File: src/rtl/seg_scan_ctrl_if.sv
// Display-side bundle for seg_scan_ctrl: message/control from the source and
// the multiplexed anode/segment drive toward the board pins.
interface seg_scan_ctrl_if;
  logic        en;
  logic        scroll_en;
  logic        cw;
  logic [55:0] msg;
  logic [3:0]  an;
  logic [6:0]  sseg;
  logic [2:0]  sel;
  logic        frame_tick;

  modport master (
    output en, scroll_en, cw, msg,
    input  an, sseg, sel, frame_tick
  );

  modport slave (
    input  en, scroll_en, cw, msg,
    output an, sseg, sel, frame_tick
  );
endinterface

File: src/rtl/seg_scan_ctrl.sv
// Refresh/scroll controller for a 4-digit active-low multiplexed 7-seg display:
// shows a rotating 4-entry window of an 8-entry message with per-digit blanking.
module seg_scan_ctrl #(
  parameter int CLK_DIV    = 50000,
  parameter int BLANK_CYC  = 16,
  parameter int SCROLL_DIV = 100
) (
  input logic            clk,
  input logic            rst,
  seg_scan_ctrl_if.slave bus
);
  localparam int ON_CYC = CLK_DIV - BLANK_CYC;
  localparam int CW     = (CLK_DIV > 1) ? $clog2(CLK_DIV) : 1;
  localparam int FW     = (SCROLL_DIV > 1) ? $clog2(SCROLL_DIV) : 1;
  localparam logic [CW-1:0] BLANK_LAST = CW'(BLANK_CYC - 1);
  localparam logic [CW-1:0] ON_LAST    = CW'(ON_CYC - 1);
  localparam logic [FW-1:0] FRAME_LAST = FW'(SCROLL_DIV - 1);

  typedef enum logic [1:0] {IDLE, BLANK, ON} state_t;

  state_t        state, state_n;
  logic [1:0]    digit, digit_n;
  logic [CW-1:0] cyc_cnt, cyc_cnt_n;
  logic [FW-1:0] frame_cnt, frame_cnt_n;
  logic [2:0]    ofs, ofs_n;
  logic [55:0]   msg_q, msg_q_n;
  logic [2:0]    idx;
  logic          frame_end;

  assign idx       = ofs + {1'b0, digit};
  assign frame_end = (state == ON) && (digit == 2'd3) && (cyc_cnt == ON_LAST);

  always_ff @(posedge clk) begin
    if (rst) begin
      state     <= IDLE;
      digit     <= '0;
      cyc_cnt   <= '0;
      frame_cnt <= '0;
      ofs       <= '0;
      msg_q     <= '0;
    end else begin
      state     <= state_n;
      digit     <= digit_n;
      cyc_cnt   <= cyc_cnt_n;
      frame_cnt <= frame_cnt_n;
      ofs       <= ofs_n;
      msg_q     <= msg_q_n;
    end
  end

  always_comb begin
    state_n     = state;
    digit_n     = digit;
    cyc_cnt_n   = cyc_cnt;
    frame_cnt_n = frame_cnt;
    ofs_n       = ofs;
    msg_q_n     = msg_q;
    unique case (state)
      IDLE: begin
        if (bus.en) begin
          state_n   = BLANK;
          digit_n   = '0;
          cyc_cnt_n = '0;
          msg_q_n   = bus.msg;
        end
      end
      BLANK: begin
        if (!bus.en) begin
          state_n   = IDLE;
          digit_n   = '0;
          cyc_cnt_n = '0;
        end else if (cyc_cnt == BLANK_LAST) begin
          state_n   = ON;
          cyc_cnt_n = '0;
        end else begin
          cyc_cnt_n = cyc_cnt + CW'(1);
        end
      end
      ON: begin
        // End of frame outranks en=0 so the tick and scroll bookkeeping complete.
        if (frame_end) begin
          state_n   = bus.en ? BLANK : IDLE;
          digit_n   = '0;
          cyc_cnt_n = '0;
          msg_q_n   = bus.msg;
          if (frame_cnt == FRAME_LAST) begin
            frame_cnt_n = '0;
            if (bus.scroll_en)
              ofs_n = bus.cw ? ofs + 3'd1 : ofs - 3'd1;
          end else begin
            frame_cnt_n = frame_cnt + FW'(1);
          end
        end else if (!bus.en) begin
          state_n   = IDLE;
          digit_n   = '0;
          cyc_cnt_n = '0;
        end else if (cyc_cnt == ON_LAST) begin
          state_n   = BLANK;
          digit_n   = digit + 2'd1;
          cyc_cnt_n = '0;
        end else begin
          cyc_cnt_n = cyc_cnt + CW'(1);
        end
      end
      default: state_n = IDLE;
    endcase
  end

  always_comb begin
    bus.an         = '1;
    bus.sseg       = '1;
    bus.sel        = '0;
    bus.frame_tick = frame_end;
    if (state != IDLE)
      bus.sel = idx;
    if (state == ON) begin
      bus.an[digit] = 1'b0;
      bus.sseg      = msg_q[int'(idx) * 7 +: 7];
    end
  end
endmodule

File: src/flat_wrapper.sv
// flat-port wrapper written by rule: the top's interface ports become plain ports
module seg_scan_ctrl_flat 
#(
  parameter int CLK_DIV    = 50000,
  parameter int BLANK_CYC  = 16,
  parameter int SCROLL_DIV = 100
)
  (clk, rst, bus_en, bus_scroll_en, bus_cw, bus_msg, bus_an, bus_sseg, bus_sel, bus_frame_tick);
  seg_scan_ctrl_if bus_i ();
  input logic clk;
  input logic rst;
  input wire logic [$bits(bus_i.en)-1:0] bus_en;
  input wire logic [$bits(bus_i.scroll_en)-1:0] bus_scroll_en;
  input wire logic [$bits(bus_i.cw)-1:0] bus_cw;
  input wire logic [$bits(bus_i.msg)-1:0] bus_msg;
  output wire logic [$bits(bus_i.an)-1:0] bus_an;
  output wire logic [$bits(bus_i.sseg)-1:0] bus_sseg;
  output wire logic [$bits(bus_i.sel)-1:0] bus_sel;
  output wire logic [$bits(bus_i.frame_tick)-1:0] bus_frame_tick;
  assign bus_i.en = bus_en;
  assign bus_i.scroll_en = bus_scroll_en;
  assign bus_i.cw = bus_cw;
  assign bus_i.msg = bus_msg;
  assign bus_an = bus_i.an;
  assign bus_sseg = bus_i.sseg;
  assign bus_sel = bus_i.sel;
  assign bus_frame_tick = bus_i.frame_tick;
  seg_scan_ctrl #(.CLK_DIV(CLK_DIV), .BLANK_CYC(BLANK_CYC), .SCROLL_DIV(SCROLL_DIV)) u_core (.clk(clk), .rst(rst), .bus(bus_i));
endmodule
File: config.mk
export PLATFORM = sky130hd
export DESIGN_NAME = seg_scan_ctrl_flat
export DESIGN_NICKNAME = d
export VERILOG_FILES = /design/src/rtl/seg_scan_ctrl_if.sv /design/src/rtl/seg_scan_ctrl.sv /design/src/flat_wrapper.sv
export SDC_FILE = /design/constraint.sdc
export NUM_CORES = 1
export LEC_CHECK = 0
export CORE_MARGIN = 10
export CORE_UTILIZATION = 48
export DETAILED_ROUTE_END_ITERATION = 8
export GPL_TIMING_DRIVEN = 0
export PLACE_DENSITY = 0.79
export SETUP_SLACK_MARGIN = 0.2
export SYNTH_ARGS = -nofsm -noshare
export SYNTH_HDL_FRONTEND = slang
export SYNTH_SLANG_ARGS = --single-unit
File: constraint.sdc
create_clock -name clk -period 2.5 [get_ports clk]
set_clock_uncertainty 0.1 [all_clocks]
set_input_delay 0.5 -clock clk [delete_from_list [all_inputs] [get_ports clk]]
set_output_delay 0.5 -clock clk [all_outputs]
set_load 0.03 [all_outputs]
# Word-level counts from Yosys, hierarchy flattened
# Index checks and enable logic that the tools add are counted.
dict set report totals {
  wordCells 72
  output_inout_bits 15
  ff_bits 86
}
dict set report classes {
  add_sub_neg 6
  n_bitwise 1
  shifts 1
  n_lt_le_gt_ge 2
  n_reduce_logical 13
  n_eq_ne 11
  multipliers 1
  mux 31
}
# cell n
set ops {}
lappend ops {{$mux W56} 2}
lappend ops {{$pmux W56 S2} 1}
lappend ops {{$mux W16} 6}
lappend ops {{$shiftx A56 B32 Y7} 1}
lappend ops {{$pmux W16 S3} 1}
lappend ops {{$mux W2} 11}
lappend ops {{$add A16 B1 Y16 const B} 1}
lappend ops {{$eq A16 B16 Y1 const B} 1}
lappend ops {{$eq A16 B4 Y1 const B} 1}
lappend ops {{$mux W7} 2}
lappend ops {{$pmux W2 S3} 2}
lappend ops {{$reduce_and A4 Y1} 2}
lappend ops {{$add A7 B1 Y7 const B} 1}
lappend ops {{$eq A7 B7 Y1 const B} 1}
lappend ops {{$mul A3 B3 Y6 const B} 1}
lappend ops {{$mux W3} 2}
lappend ops {{$ne A2 B2 Y1 const B} 3}
lappend ops {{$reduce_and A3 Y1} 2}
lappend ops {{$eq A2 B2 Y1 const B} 2}
lappend ops {{$mux W4} 1}
lappend ops {{$ne A4 B4 Y1 const B} 1}
lappend ops {{$not A4 Y4} 1}
lappend ops {{$reduce_and A2 Y1} 2}
lappend ops {{$reduce_bool A2 Y1} 2}
lappend ops {{other kinds (13)} 16}

# Longest topological paths before layout
dict set report depth {
  word_depth 6
  mapped_depth 9
}

# Worst setup path before layout
# No wires, ideal clock.
dict set report synth_path {
  path_type {register to output}
  start {register u_core.digit[0]}
  end {output bus_sseg[0]}
  arrival_time_ns 2.284
  path_buffers 2
  stages_incl_launch_ff 7
  required_time_ns 1.900
  slack_ns -0.384
  cell_sequence {dfxtp_1 > ha_1 > clkbuf_1 > buf_1 > mux4_2 > nand2_1 > nand3_1}
}
dict set report synth_via {
  elab_chain_cells 4
}
# item line_no
set synth_rtl {}
lappend synth_rtl {{start: declaration} seg_scan_ctrl.sv:22} ;# logic [1:0] digit, digit_n;
lappend synth_rtl {{start signal: assignment} seg_scan_ctrl.sv:43} ;# digit <= digit_n;
lappend synth_rtl {{$add A3 B2 Y3} seg_scan_ctrl.sv:30} ;# assign idx = ofs + {1'b0, digit};
lappend synth_rtl {{$mul A3 B3 Y6} seg_scan_ctrl.sv:118} ;# bus.sseg = msg_q[int'(idx) * 7 +: 7];
lappend synth_rtl {{$shiftx A56 B32 Y7} seg_scan_ctrl.sv:118}
lappend synth_rtl {{$mux W7} seg_scan_ctrl.sv:116} ;# if (state == ON) begin
lappend synth_rtl {{end: declaration} flat_wrapper.sv:17} ;# output wire logic [$bits(bus_i.sseg)-1:0] bus_sseg;
# Every way passes these cells.

# Worst setup path after layout
dict set report layout_path {
  start {register u_core.digit[0]}
  end {output bus_sseg[5]}
}
# The elaborated chain is that of the path after synthesis.

==> run_results.csv <==
group,metric,value,unit
sta,timing.fmax,0.335,GHz
route,via_per_inst,5.66,
critical_path,cp_slowest_cell,"fa_1",
clock_tree,cts_tree,"done",
status,violations,"setup timing",
route,vias,4179,
floorplan,fp.dieH,116,um
synthesis,netlist_area,4460,sq um
place,placed_cell_area,5520,sq um
sta,rsz0062_at_grt,"yes",
sta,setup_violations,57,
critical_path,crit_path_cell_trace,"ha_4 > fa_1 > buf_8 > mux4_2 > nand2_2 > nand3_4 > buf_6",
sta,fin_crit_sh,119,%
critical_path,worstPathBufferInverterCount,2,
synthesis,synth.distinct_cells,45,
worst_hold_path,hold_class,"reg -> reg",
pwr,p_per_area,505,nW/um^2
place,gp_congestion,0.837,
synthesis,yosys_warnings,0,
critical_path,cp_top_family,"adder cells",
place,io_buffer_count,75,
pwr,p_leak,2.63,nW
place,dp_hpwl,8.55,mm
grt,grt_overflow,0,
clock_tree,ctsHoldBuffers,0,
clock_tree,clock_sinks,86,
synthesis,async_reset_ff_share,0,%
synthesis,yosysSeqAreaShare,38.6,%
final_layout,fill_cells,579,
clock_tree,cts_root_buf,"clkbuf_8",
pwr,power_frac_clock,28.9,%
flow_run,cap_violations,0,
status,status,"finished with violations",
route,wl,13.9,mm
critical_path,crit_path_end_kind,"primary output",
floorplan,coreArea,9150,sq um
pwr,p_sw_share,29.2,%
sta,hold_viol_final,0,
critical_path,worstPathRequired,1.90,ns
floorplan,rows,35,
route,detail-route-antenna-nets,0,
sta,relSlewSlack,47.5,%
floorplan,initial_utilization,48.8,%
synthesis,avgSynthCellArea,9.09,sq um
route,drt_iter0_drc,369,
synthesis,synth_fp_nets,565,
pwr,p_int,2.38,mW
final_layout,multi_input_area,2950,sq um
clock_tree,clk_latency,0.38,ns
synthesis,synth-edff-count,0,
floorplan,die_w,116,um
synthesis,synth_ff_type,"dfxtp_1",
final_layout,drive_above_1_share,26.5,%
critical_path,cp_max_fo,5,
final_layout,fin_cells,738,
floorplan,pin_count,76,
sta,fin_crit,2.98,ns
grt,grt_use_total,20.0,%
clock_tree,clk_pin_slew,0.09,ns
critical_path,path_class,"reg -> out",
synthesis,ys_ff_latch,86,
grt,grt_first_pass_wirelength,21.4,mm
grt,grt_pass1_vias,4333,
pwr,pwr-share-seq,45.4,%
clock_tree,htreeDepth,3,
pwr,combPwrFrac,25.7,%
floorplan,dieArea,13600,sq um
sta,worst_pin_slew,0.788,ns
route,wl_per_cell,18.8,um
route,drc,0,
final_layout,area_growth,49.1,%
pwr,p_switching,983,uW
synthesis,syn_inst,491,
final_layout,n_antenna_cell,0,
clock_tree,clk_path_buf_depth,2,
final_layout,final_nets,696,
critical_path,start_kind,"register",
sta,slew_violations,0,
grt,grt_start_max_net_pins,17,
critical_path,crit_arrival,2.38,ns
critical_path,slowest_delay,0.52,ns
sta,setup_slack,-0.482,ns
clock_tree,cts_made_buffers,9,
grt,antenna_found_initial,0,
place,placed_cells,677,
final_layout,seq_area,1740,sq um
final_layout,design_area,6660,sq um
pwr,ir_worst_vdd,0.000297,V
route,drt_first_pass_iters,5,
## what timing repair did
| action | 4_1_cts | 5_1_grt |
|---|---|---|
| pin swaps | 31 | 23 |
| gates resized for setup | 145 | 35 |
| gates cloned | 7 | 0 |
| endpoints found under the setup margin | 92 | 99 |
| setup buffers | 27 | 11 |
## through the flow
| stage | utilization [%] | total power, mW | worst slack [ns] | setup TNS [ns] | hold WS, ns |
|---|---|---|---|---|---|
| 5_1_grt | 72.7 | 3.47 | -0.545 | -10.07 | 0.385 |
| 4_1_cts | 70.3 | 3.29 | -0.481 | -3.71 | 0.362 |
| 2_1_floorplan | - | 1.92 | 0.0627 | 0 | 0.332 |
| 3_5_place_dp | 60.4 | 2.11 | -0.762 | -9.12 | 0.347 |
| 6_report | 72.7 | 3.36 | -0.482 | -7.44 | 0.363 |
| 3_3_place_gp | 60.4 | 2.09 | -0.695 | -8.44 | 0.340 |
## placed cells by master, fill, tap and decap left out, types with 4 or more instances in the layout
cell type,instances
nand2_1,138
dfxtp_1,80
clkdlybuf4s50_1,60
mux2i_1,57
nor2_1,28
buf_6,21
buf_4,19
buf_12,14
mux4_2,14
clkbuf_1,14
clkbuf_8,12
xnor2_1,11
nand2_2,9
inv_1,8
nand3_4,8
nand3_1,8
nand4_1,7
xor2_1,7
ha_1,7
a21oi_1,6
buf_16,6
nor3_1,5
nand2b_1,4
nor4_4,4
nor4_1,4
buf_2,4
## power by group through the flow
stage	combinational [mW]	sequential, mW	clock, mW
CTS	0.805	1.52	0.965
detailed placement	0.558	1.56	0
floorplan	0.389	1.54	0
global route	0.911	1.54	1.02
global placement	0.543	1.55	0
finish	0.863	1.53	0.972
## per-layer routing
metal  global-route usage, %  wire length [um]  vias to the layer above
met5                       0                 0                        -
met4                    6.76               310                        0
met3                    6.11               957                       28
met2                    35.0              7150                      161
met1                    22.7              5450                     2046
li1                        -                 -                     1944
## flip-flops by register name (all words and copies together) (netlist names)
register / flops
u_core.state: 2
u_core.cyc_cnt: 16
u_core.frame_cnt: 7
u_core.digit: 2
u_core.msg_q: 56
u_core.ofs: 3
## cell usage after synthesis, types with 3 or more instances
cell	number	share of area, %
a31oi_1	3	0.42
nor2b_1	4	0.56
ha_1	11	3.1
buf_12	5	2.2
a21oi_1	9	1.0
nor2_1	30	2.5
inv_1	8	0.67
xor2_1	8	1.6
clkbuf_1	18	1.5
nand2b_1	4	0.56
xnor2_1	13	2.6
mux4_2	14	7.1
nor4_1	7	0.98
nor3_1	7	0.78
nand2_1	148	12
nand4_1	7	0.98
nand3_1	19	2.1
dfxtp_1	86	39
mux2i_1	59	13
## worst min-delay path: cells and delay by family, from the launching register on
kind | cells | cell delay [ns]
AND/OR/NAND/NOR | 1 | 0.05
flip-flops | 1 | 0.32
multiplexers | 1 | 0.05
## layout make-up
class | count | area share [%]
Multi-Input combinational cell | 371 | 44.3
Sequential cell | 86 | 26.1
Timing Repair Buffer | 119 | 20.0
Buffer | 26 | 4.14
Tap cell | 111 | 2.09
Clock buffer | 10 | 2.07
Clock inverter | 6 | 0.771
Inverter | 9 | 0.508
## cell families after synthesis
family | count (synthesis) | synth area share (%)
AND/OR/NAND/NOR | 240 | 23.9
AO/OA/AOI/OAI | 23 | 4.15
adder cells (fa/ha/maj) | 13 | 3.98
XOR/XNOR | 21 | 4.12
multiplexers | 73 | 20.3
buffers and inverters | 35 | 4.93
flip-flops | 86 | 38.6
## worst paths after layout
kind	startpoint	end	slack [ns]	depth (start not counted)
worst max register to register	u_core.cyc_cnt[10]	u_core.msg_q[12]	-0.13	10
worst min register to register	u_core.msg_q[41]	u_core.msg_q[41]	0.36	2
worst min-delay path	u_core.msg_q[41]	u_core.msg_q[41]	0.36	2
worst max-delay path	u_core.digit[0]	bus_sseg[5]	-0.48	7
Note: power is estimated with default switching activity, not from simulation.
